$ cat src/rtl/seq_binary_to_bcd.sv
// Sequential binary-to-BCD converter: double-dabble at one input bit per clock,
// with a start/ready/valid handshake, optional signed input and overflow detection.
module seq_binary_to_bcd #(
    parameter int N_BITS_IN     = 8,
    parameter int N_BCD_DIG_OUT = 3,
    parameter int N_BITS_OUT    = 4 * N_BCD_DIG_OUT,
    parameter int SIGNED_IN     = 0
) (
    input  logic                  Clk,
    input  logic                  nRst,
    input  logic                  Start,
    input  logic [N_BITS_IN-1:0]  BinNum,
    output logic                  Ready,
    output logic                  Valid,
    output logic [N_BITS_OUT-1:0] BCDNum,
    output logic                  Sign,
    output logic                  Overflow
);

    localparam int CNT_W = $clog2(N_BITS_IN + 1);

    typedef enum logic {
        IDLE,
        CONVERT
    } state_t;

    state_t                state;
    state_t                stateNext;
    logic [N_BITS_IN-1:0]  shiftReg;
    logic [N_BITS_IN-1:0]  shiftNext;
    logic [N_BITS_OUT-1:0] scratch;
    logic [N_BITS_OUT-1:0] adjusted;
    logic [N_BITS_OUT-1:0] scratchNext;
    logic [CNT_W-1:0]      count;
    logic                  carryOut;
    logic                  ovfSticky;
    logic                  signReg;
    logic                  negIn;
    logic [N_BITS_IN-1:0]  magnitude;
    logic                  lastStep;

    // The most negative value negates to itself, which read unsigned is exactly its magnitude.
    always_comb begin
        negIn     = (SIGNED_IN != 0) && BinNum[N_BITS_IN-1];
        magnitude = negIn ? (~BinNum + N_BITS_IN'(1)) : BinNum;
    end

    // A corrected top digit has its MSB set only when it was >= 5, so that bit is a true decimal carry out.
    always_comb begin
        adjusted = scratch;
        for (int i = 0; i < N_BCD_DIG_OUT; i++) begin
            if (scratch[4*i +: 4] >= 4'd5) begin
                adjusted[4*i +: 4] = scratch[4*i +: 4] + 4'd3;
            end
        end
        carryOut    = adjusted[N_BITS_OUT-1];
        scratchNext = {adjusted[N_BITS_OUT-2:0], shiftReg[N_BITS_IN-1]};
        shiftNext   = {shiftReg[N_BITS_IN-2:0], 1'b0};
        lastStep    = (state == CONVERT) && (count == CNT_W'(1));
    end

    always_ff @(posedge Clk or negedge nRst) begin
        if (!nRst) begin
            state <= IDLE;
        end else begin
            state <= stateNext;
        end
    end

    always_comb begin
        stateNext = state;
        Ready     = 1'b0;
        case (state)
            IDLE: begin
                Ready = 1'b1;
                if (Start) begin
                    stateNext = CONVERT;
                end
            end
            CONVERT: begin
                if (lastStep) begin
                    stateNext = IDLE;
                end
            end
            default: stateNext = IDLE;
        endcase
    end

    always_ff @(posedge Clk or negedge nRst) begin
        if (!nRst) begin
            shiftReg  <= '0;
            scratch   <= '0;
            count     <= '0;
            ovfSticky <= 1'b0;
            signReg   <= 1'b0;
            Valid     <= 1'b0;
            BCDNum    <= '0;
            Sign      <= 1'b0;
            Overflow  <= 1'b0;
        end else begin
            Valid <= 1'b0;
            if (state == IDLE) begin
                if (Start) begin
                    shiftReg  <= magnitude;
                    signReg   <= negIn;
                    scratch   <= '0;
                    ovfSticky <= 1'b0;
                    count     <= CNT_W'(N_BITS_IN);
                end
            end else begin
                shiftReg  <= shiftNext;
                scratch   <= scratchNext;
                ovfSticky <= ovfSticky | carryOut;
                count     <= count - CNT_W'(1);
                if (lastStep) begin
                    BCDNum   <= scratchNext;
                    Sign     <= signReg;
                    Overflow <= ovfSticky | carryOut;
                    Valid    <= 1'b1;
                end
            end
        end
    end

endmodule

$ cat config.mk
export PLATFORM = sky130hd
export DESIGN_NAME = seq_binary_to_bcd
export DESIGN_NICKNAME = d
export VERILOG_FILES = /design/src/rtl/seq_binary_to_bcd.sv
export SDC_FILE = /design/constraint.sdc
export NUM_CORES = 1
export LEC_CHECK = 0
export ABC_AREA = 0
export BUFFER_PORTS_ARGS = -buffer_cell sky130_fd_sc_hd__buf_2
export CORE_ASPECT_RATIO = 0.6
export CORE_MARGIN = 2
export CORE_UTILIZATION = 56
export DETAILED_ROUTE_END_ITERATION = 10
export PLACE_DENSITY = 0.88
export REMOVE_ABC_BUFFERS = 1
export SLEW_MARGIN = 20
export SYNTH_ARGS = -nofsm -noshare
export SYNTH_HDL_FRONTEND = slang
export SYNTH_SLANG_ARGS = --single-unit
$ cat constraint.sdc
create_clock -name Clk -period 1.8 [get_ports Clk]
set_clock_uncertainty 0.15 [all_clocks]
set_input_delay 0.45 -clock Clk [delete_from_list [all_inputs] [get_ports Clk]]
set_output_delay 0.45 -clock Clk [all_outputs]
set_load 0.02 [all_outputs]
==> out/metrics.cfg, run 1 <==
[power]
p_int_w=0.00237
switchingPower_w=0.00167
p_leak_nw=1.05
p_per_area_mw_per_mm2=1850
total_power_w=0.00405
p_clk_frac=0.139
p_sw_frac=0.413
comb_power_share=0.466
power_frac_seq=0.396
max-vdd-ir-drop_mv=0.832

[final_layout]
final_nets=238
drive_gt1_frac=0.228
n_antenna_cell=0
syn2layout_area_growth_pct=15.3
postLayoutCoreUtil=0.672
n_fill_cell=272

[logic_synthesis]
synth_cell_type_count=27
synth.area.top_cells=dfrtp_1 (53%), nand2_1 (6.3%), ha_1 (5.3%)
synth_seq_area_share=0.529
syn_area_mm2=0.00189
ys_ff_latch=40
yosysMostFrequentCell=dfrtp_1
synth_edf_count=0
synth_common_cells=dfrtp_1 (40), nand2_1 (32), o21ai_0 (20)
yosys_warnings=0
ys_async_sr_fraction=1.00
synth_top_area_frac=0.529
yosysTopAreaCell=dfrtp_1
postSynthAreaPerCell_um2=10.0
synth_ff_type=dfrtp_1
synthCells=189

[clock_network]
cts.path.max_buffers=2
cts_root_buf=clkbuf_8
cts_inserted_buffers=5
clk_latency_ps=300
clk_pin_slew_worst_paths_ps=70
cts_sinks=40
h-tree-depth=2
cts_tree=yes

[timing]
fmax_mhz=583
fin_crit_ps=1710
maxSlewViolCount=0
timing.hold.ws_ps=257
hold_viol=0
fin_setup_tns_ps=0
timing.final.crit_share=0.953
final.setup.worst_slack_ps=85.2
finalSetupViolCount=0

[global_route]
grt_max_degree=41
antenna_found_initial=0
grt_pass1_wl_um=6110
grt_pass1_vias=1303
grt.overflow.total=0
grt_usage=0.211
gr-usage-met1=0.314
use_met3=0.0574
grt_util_met2=0.288
grt.busiest_layer=met1

[drt]
wl_per_cell_um=14.0
drt_iter0_markers=82
firstDrtPassIters=4
vias_per_cell=5.23
ant_nets=0
drc=0
drt-total-wl_um=3700
vias=1382

[hold_path]
min_path_type=input port to register

[critical_path]
end_kind=register
arrival_ps=1750
cp_data_required_time_ps=1840
max_stage_delay_ps=370
crit_buf_inv=1
cp-start-kind=register
crit_chain=inv_1 > ha_1 > nand2b_1 > a21oi_2 > xnor2_1 > mux2_4
crit_slowest_cell=dfrtp_1
cp_max_fo=4
worstSetupPathType=register to register
crit_family=flip-flops

[die]
ios=27
dieWidth_um=79.0
core-area_mm2=0.00324
die_y_um=49.0
dieArea_mm2=0.00387
initial_utilization=0.583
rows=16

[placed_design]
place_ws_ps=8.53
dp.final_hpwl_um=2630
place.port_buffers=25
gp_congestion=0.830

[status]
status=finished clean

[run]
drv_cap=0

-- layout by cell type, fill, tap and decap left out, types with 2 or more instances in the layout --
master    netlist  final
nor2_1          9      9
buf_2           5     25
o22ai_1        10     10
o21ai_0        20     18
ha_1            8      7
dfrtp_1        40     40
a21oi_2         2      3
nor3_1          3      3
clkbuf_8        0      5
a21oi_1         8      7
mux2_4          2      2
nand2b_1        3      3
xnor2_1         5      5
mux2_2          2      2
nand2_1        32     32
inv_2           1      2
buf_4           1      6
mux2i_1         9      8
o21ai_1         0      2
nor3b_1         4      4
inv_1          12     11
a31oi_1         3      3
a21o_1          2      2
-- stage by stage --
stage | cell area, µm² | std cells
5_1_grt | 2180 | 264
3_3_place_gp | 2080 | 255
2_1_floorplan | 1840 | 179
3_5_place_dp | 2080 | 255
4_1_cts | 2170 | 263
6_report | 2180 | 264
-- worst reg2reg max path: cells and delay by family (launching register included) --
kind | cells | cell delay [ps]
flops | 1 | 370
mux | 1 | 260
simple gates | 1 | 120
compound gates | 1 | 230
xor+xnor | 1 | 110
buf+inv | 1 | 140
fa+ha+maj | 1 | 220
-- repair_timing --
item                                    4_1_cts  5_1_grt
gates resized for setup                       1        5
setup buffers                                 0        1
endpoints found under the setup margin        1        5
pin swaps                                     0        2
endpoints found under the hold margin        40        0
hold buffers                                  1        0
-- routing by layer --
metal / share of wire / vias up
li1: - / 697
met1: 0.48 / 639
met2: 0.44 / 38
met3: 0.064 / 8
met4: 0.018 / 0
met5: 0 / -
-- registers in the layout (all words and copies together), names as in the netlist --
name,cells
shiftReg,8
Valid,1
BCDNum,12
count,4
scratch,12
Overflow,1
state,1
ovfSticky,1
-- power groups by stage --
stage,sequential (W),combinational [W],clock [W]
floorplan,0.00174,0.00113,0
global placement,0.00158,0.00174,0
detailed placement,0.00161,0.00182,0
CTS,0.00160,0.00185,0.000572
global route,0.00165,0.00211,0.000611
finish,0.00160,0.00188,0.000561
-- area by class of cell --
| class | count | area, µm² | area share |
|---|---|---|---|
| inverters | 13 | 48.8 | 0.0224 |
| repair buffers | 33 | 200 | 0.0918 |
| multi-input cells | 126 | 797 | 0.365 |
| clock inverters | 1 | 5.00 | 0.00229 |
| flip-flops and latches | 40 | 1000 | 0.459 |
| clock buffers | 6 | 72.6 | 0.0333 |
| well taps | 45 | 56.3 | 0.0258 |
-- path summary, 6_finish.rpt --
check / from / end / slack, ps / cells after the start
max reg2reg: scratch[1] / BCDNum[1] / 90 / 6
min reg2reg: BCDNum[3] / BCDNum[3] / 320 / 2
max in group asynchronous: nRst / scratch[0] / 810 / 3
min: BinNum[0] / shiftReg[0] / 260 / 3
min in group asynchronous: nRst / BCDNum[1] / 500 / 3
max: scratch[1] / BCDNum[1] / 90 / 6
-- cell families after synthesis --
| logic type | share of synthesized area |
|---|---|
| buf+inv | 0.0549 |
| xor+xnor | 0.0231 |
| mux | 0.0754 |
| simple gates | 0.120 |
| other cells | 0.00198 |
| fa+ha+maj | 0.0529 |
| compound gates | 0.142 |
| flops | 0.529 |
Power figures use the tool's default switching activity.
==> run 2, diff against run 1 <==
Settings changed: ABC_AREA 0 to 1.
==> run 2 against run 1 <==
- register-to-register slack gained 180 ps
- largest power group unchanged
- routed wire length increased by 6.8%
- critical path depth is 4 lower
- worst setup slack better by 49 ps
- worst hold slack got worse by 210 ps
- sequential share of layout area fell by 0.31 points
- count of clock-buffer cells in the layout increased by 2
==> out/metrics.cfg, run 2 <==
[status]
status=finished clean  ; unchanged

[die]
core-area_mm2=0.00324  ; unchanged
initial_utilization=0.585  ; was 0.583
die_y_um=49.1  ; was 49.0 µm
ios=27  ; unchanged
rows=16  ; unchanged
dieArea_mm2=0.00389  ; was 0.00387 mm²
dieWidth_um=79.2  ; was 79.0 µm

[clock_network]
clk_latency_ps=290  ; was 300 ps
cts.path.max_buffers=2  ; unchanged
h-tree-depth=2  ; unchanged
cts_tree=yes  ; unchanged
cts_inserted_buffers=5  ; unchanged
cts-hold-fix-buffers=0  ; was 1
cts_sinks=40  ; unchanged
cts_root_buf=clkbuf_8  ; unchanged
clk_pin_slew_worst_paths_ps=70  ; about the same

[timing]
hold_viol=0  ; unchanged
fin_setup_tns_ps=0  ; unchanged
timing.final.crit_share=0.926  ; was 0.953
timing.hold.ws_ps=50.5  ; was 257 ps
fin_crit_ps=1670  ; was 1710 ps
finalSetupViolCount=0  ; unchanged
rsz0062_at_grt=no
final.setup.worst_slack_ps=134  ; was 85.2 ps
maxSlewViolCount=0  ; unchanged
fmax_mhz=600  ; was 583 MHz

[drt]
wl_per_cell_um=13.1  ; was 14.0 µm
vias_per_cell=5.39  ; was 5.23
drc=0  ; unchanged
drt-total-wl_um=3950  ; was 3700 µm
firstDrtPassIters=4  ; unchanged
vias=1621  ; was 1382
ant_nets=0  ; unchanged
drt_iter0_markers=92  ; was 82

[critical_path]
reg2reg_to=scratch[2]  ; was BCDNum[1]
crit_chain=inv_2 > buf_2  ; was inv_1 > ha_1 > nand2b_1 > a21oi_2 > xnor2_1 > mux2_4
r2r_cells=8  ; was 6
reg2reg_from=scratch[0]  ; was scratch[1]
end_kind=primary output  ; was register
crit_slowest_cell=dfrtp_1  ; unchanged
max_stage_delay_ps=440  ; was 370 ps
cp_max_fo=6  ; was 4
worstSetupPathType=register to primary output  ; was register to register
cp-start-kind=register  ; unchanged
reg2reg_setup_slack_ps=270  ; was 90 ps
arrival_ps=1070  ; was 1750 ps
cp_data_required_time_ps=1200  ; was 1840 ps

[logic_synthesis]
postSynthAreaPerCell_um2=8.47  ; was 10.0 µm²
synth_edf_count=0  ; unchanged
yosysMostFrequentCell=nand2_1  ; was dfrtp_1
syn_area_mm2=0.00190  ; was 0.00189 mm²
synth_ff_type=dfrtp_1  ; unchanged
ys_ff_latch=40  ; unchanged
synth.area.top_cells=dfrtp_1 (53%), nand2_1 (14%), nand3_1 (6.9%)  ; was dfrtp_1 (53%), nand2_1 (6.3%), ha_1 (5.3%)
synth_seq_area_share=0.527  ; was 0.529
yosysTopAreaCell=dfrtp_1  ; unchanged
synth_top_area_frac=0.527  ; was 0.529
yosys_warnings=0  ; unchanged
synth_common_cells=nand2_1 (71), dfrtp_1 (40), inv_1 (27)  ; was dfrtp_1 (40), nand2_1 (32), o21ai_0 (20)
ys_async_sr_fraction=1.00  ; unchanged
synth_cell_type_count=22  ; was 27
synthCells=224  ; was 189

[placed_design]
place_ws_ps=180  ; was 8.53 ps
gp_congestion=0.924  ; was 0.830
place.port_buffers=25  ; unchanged
dp.final_hpwl_um=2860  ; was 2630 µm

[final_layout]
postLayoutCoreUtil=0.677  ; was 0.672
final_nets=274  ; was 238
drive_gt1_frac=0.168  ; was 0.228
final_common_cell=nand2_1  ; was dfrtp_1
syn2layout_area_growth_pct=15.7  ; was 15.3%
n_fill_cell=274  ; was 272
multiInputGateArea_um2=746  ; was 797 µm²
regArea_mm2=0.00100  ; unchanged
n_antenna_cell=0  ; unchanged
layout_common_cells=nand2_1 (71), dfrtp_1 (40), inv_1 (26), nand3_1 (26), buf_2 (25)  ; was dfrtp_1 (40), nand2_1 (32), buf_2 (25), o21ai_0 (18), inv_1 (11)
reg.largest.list=BCDNum x12, scratch x12, shiftReg x8  ; unchanged

[global_route]
antenna_found_initial=0  ; unchanged
grt_max_degree=41  ; unchanged
grt.overflow.total=0  ; unchanged
grt_usage=0.232  ; was 0.211
grt_pass1_wl_um=6930  ; was 6110 µm
grt_pass1_vias=1499  ; was 1303

[power]
p_per_area_mw_per_mm2=1900  ; was 1850 mW/mm²
p_leak_nw=1.16  ; was 1.05 nW
max-vdd-ir-drop_mv=0.997  ; was 0.832 mV

[run]
drv_cap=0  ; unchanged

[hold_path]
min_path_type=input port to asynchronous set/reset pin  ; was input port to register

==> run 2: area by class of cell <==
type / instances / area share
Sequential cell: 40 / 0.456
Multi-Input combinational cell: 147 / 0.340
Timing Repair Buffer: 33 / 0.0900
Inverter: 28 / 0.0479
Clock buffer: 8 / 0.0410
Tap cell: 45 / 0.0256
==> run 2: where the power goes <==
part	leakage [nW]	internal, W	switching, W
Sequential	0.498	0.00131	0.000272
Combinational	0.614	0.000720	0.00127
Clock	0.0455	0.000313	0.000299
==> run 2: cells by family (layout without fill, tap and decap cells) <==
group | after synthesis | count (layout) | synth area share
fa+ha+maj | 8 | 8 | 0.0527
other cells | 1 | 1 | 0.00198
compound gates | 32 | 32 | 0.105
simple gates | 106 | 106 | 0.233
buf+inv | 37 | 69 | 0.0798
flops | 40 | 40 | 0.527
==> run 2: repair_timing <==
action,CTS,global route
gates resized for setup,0,2
endpoints found under the setup margin,0,4
setup buffers,0,0
==> run 2: worst max-delay path by stage <==
stage                     slack, ps        from    endpoint
after global placement          250  scratch[0]  scratch[1]
after floorplan                  -5       state    count[3]
after detailed placement        180  scratch[0]  scratch[2]
after global routing             70       state       Ready
final                           130       state       Ready
after CTS                        40       state       Ready
==> run 2: critical path, delay by kind of cell (launching register included) <==
family,cells,cell delay (ps)
buffers and inverters,2,330
flip-flops,1,440
==> run 2: through the flow <==
step	power (W)	instance area, µm²	cells
2_1_floorplan	0.00291	1850	215
5_1_grt	0.00458	2200	301
4_1_cts	0.00418	2200	301
3_3_place_gp	0.00346	2110	293
3_5_place_dp	0.00356	2110	293
6_report	0.00418	2200	301
==> run 2: layer usage <==
metal / wire, µm / global-route usage / vias up / share of wire
li1: - / - / 793 / -
met1: 1960 / 0.352 / 774 / 0.50
met2: 1710 / 0.326 / 50 / 0.43
met3: 249 / 0.0519 / 4 / 0.063
met4: 27 / 0.0891 / 0 / 0.0068
met5: 0 / 0 / - / 0
==> run 3, diff against run 2 <==
Settings changed: PLACE_DENSITY 0.88 to 0.78.
==> run 3 against run 2 <==
- highest routed layer unchanged
- sequential power about the same
- clock power rose by 18%
- die area stayed put
==> out/metrics.cfg, run 3 (synthesized netlist as in run 2, its figures left out) <==
[status]
status=finished clean  ; unchanged

[power]
p_leak_nw=1.17  ; was 1.16 nW
max-vdd-ir-drop_mv=1.03  ; was 0.997 mV
p_per_area_mw_per_mm2=1900  ; about the same

[clock_network]
h-tree-depth=2  ; unchanged
cts_root_buf=clkbuf_8  ; unchanged
cts_tree=yes  ; unchanged
cts.path.max_buffers=2  ; unchanged
clk_pin_slew_worst_paths_ps=70  ; about the same
cts_inserted_buffers=5  ; unchanged
clk_latency_ps=290  ; about the same
cts_sinks=40  ; unchanged
postCtsSetupBuffers=0  ; unchanged

[critical_path]
setup.worst_path.end=Ready  ; unchanged
reg2reg_to=scratch[1]  ; was scratch[2]
critical_path.startpoint=state  ; unchanged
crit_chain=inv_1 > buf_2  ; was inv_2 > buf_2
reg2reg_from=scratch[0]  ; unchanged
reg2reg_setup_slack_ps=240  ; was 270 ps
crit_slowest_cell=dfrtp_1  ; unchanged
r2r_cells=8  ; unchanged
cp-start-kind=register  ; unchanged
max_stage_delay_ps=530  ; was 440 ps
end_kind=primary output  ; unchanged
arrival_ps=1090  ; was 1070 ps
cp_data_required_time_ps=1200  ; about the same
cp_max_fo=9  ; was 6
worstSetupPathType=register to primary output  ; unchanged

[global_route]
grt_pass1_wl_um=6790  ; was 6930 µm
grt_pass1_vias=1494  ; was 1499
grt_usage=0.228  ; was 0.232
antenna_found_initial=0  ; unchanged
grt.overflow.total=0  ; unchanged
grt_max_degree=41  ; unchanged

[drt]
ant_nets=0  ; unchanged
vias=1559  ; was 1621
vias_per_cell=5.18  ; was 5.39
drt_iter0_markers=89  ; was 92
drt-total-wl_um=3870  ; was 3950 µm
firstDrtPassIters=4  ; unchanged
drc=0  ; unchanged
wl_per_cell_um=12.9  ; was 13.1 µm

[die]
dieWidth_um=79.2  ; unchanged
die_y_um=49.1  ; unchanged
rows=16  ; unchanged
ios=27  ; unchanged
dieArea_mm2=0.00389  ; unchanged
core-area_mm2=0.00324  ; unchanged
initial_utilization=0.585  ; unchanged

[run]
drv_cap=0  ; unchanged

[timing]
finalSetupViolCount=0  ; unchanged
maxSlewViolCount=0  ; unchanged
rsz0062_at_grt=no  ; unchanged
fmax_mhz=591  ; was 600 MHz
hold_viol=0  ; unchanged
fin_setup_tns_ps=0  ; unchanged
fin_crit_ps=1690  ; was 1670 ps
timing.final.crit_share=0.941  ; was 0.926

[placed_design]
gp_congestion=0.912  ; was 0.924
dp.final_hpwl_um=2690  ; was 2860 µm
placed_cell_area_mm2=0.00210  ; was 0.00211 mm²
place.port_buffers=25  ; unchanged

[hold_path]
min_path_type=input port to register  ; was input port to asynchronous set/reset pin

[final_layout]
layout_common_cells=nand2_1 (71), dfrtp_1 (40), inv_1 (27), nand3_1 (26), buf_2 (25)  ; was nand2_1 (71), dfrtp_1 (40), inv_1 (26), nand3_1 (26), buf_2 (25)
postLayoutCoreUtil=0.683  ; was 0.677
finalInstanceArea_mm2=0.00222  ; was 0.00220 mm²
syn2layout_area_growth_pct=16.7  ; was 15.7%
n_antenna_cell=0  ; unchanged
final_common_cell=nand2_1  ; unchanged
final_nets=274  ; unchanged
drive_gt1_frac=0.164  ; was 0.168
reg.largest.list=BCDNum x12, scratch x12, shiftReg x8  ; unchanged

[run 3: layout make-up]
cell class                      instances  area [µm²]
Sequential cell                        40        1000
Fill cell                             281        1030
Tap cell                               45        56.3
Timing Repair Buffer                   33         200
Inverter                               28         105
Multi-Input combinational cell        147         746
Clock buffer                            6        72.6
Clock inverter                          2        35.0
[run 3: per-stage QoR]
step,hold slack (ps),total power (W),setup WS (ps),cells
after floorplan,4.41,0.00291,-4.97,215
after global placement,283,0.00342,228,292
after detailed placement,287,0.00349,148,292
after CTS,239,0.00423,107,301
after global routing,248,0.00463,51.5,301
final,246,0.00421,107,301
[run 3: worst min-delay path by stage]
stage,end,start,slack (ps),cells after the start
floorplan,BCDNum[0],nRst,4,0
global placement,BCDNum[10],nRst,280,2
detailed placement,BCDNum[10],nRst,290,2
CTS,shiftReg[6],BinNum[6],240,3
global route,shiftReg[6],BinNum[6],250,3
finish,shiftReg[6],BinNum[6],250,3
[run 3: power by group]
group          switching, W  leakage (nW)  internal, W  total, W
Combinational       0.00121         0.618     0.000686   0.00190
Sequential         0.000291         0.498      0.00131   0.00160
Clock              0.000309        0.0552     0.000411  0.000720
Total               0.00181          1.17      0.00240   0.00421
[run 3: critical path, delay by kind of cell (launching register included)]
family | cells | cell delay (ps)
buffers and inverters | 2 | 270
DFF | 1 | 530
[run 3: timing repair]
item,in CTS,in global routing
setup endpoints to repair,0,2
hold endpoints to repair,40,0
hold buffers,1,0
gates resized for setup,0,1
[run 3: routing by layer]
metal | track usage | vias up | share of wire
met1 | 0.332 | 720 | 0.50
li1 | - | 787 | -
met2 | 0.333 | 46 | 0.43
met3 | 0.0611 | 6 | 0.056
met5 | 0 | - | 0
met4 | 0.0776 | 0 | 0.011
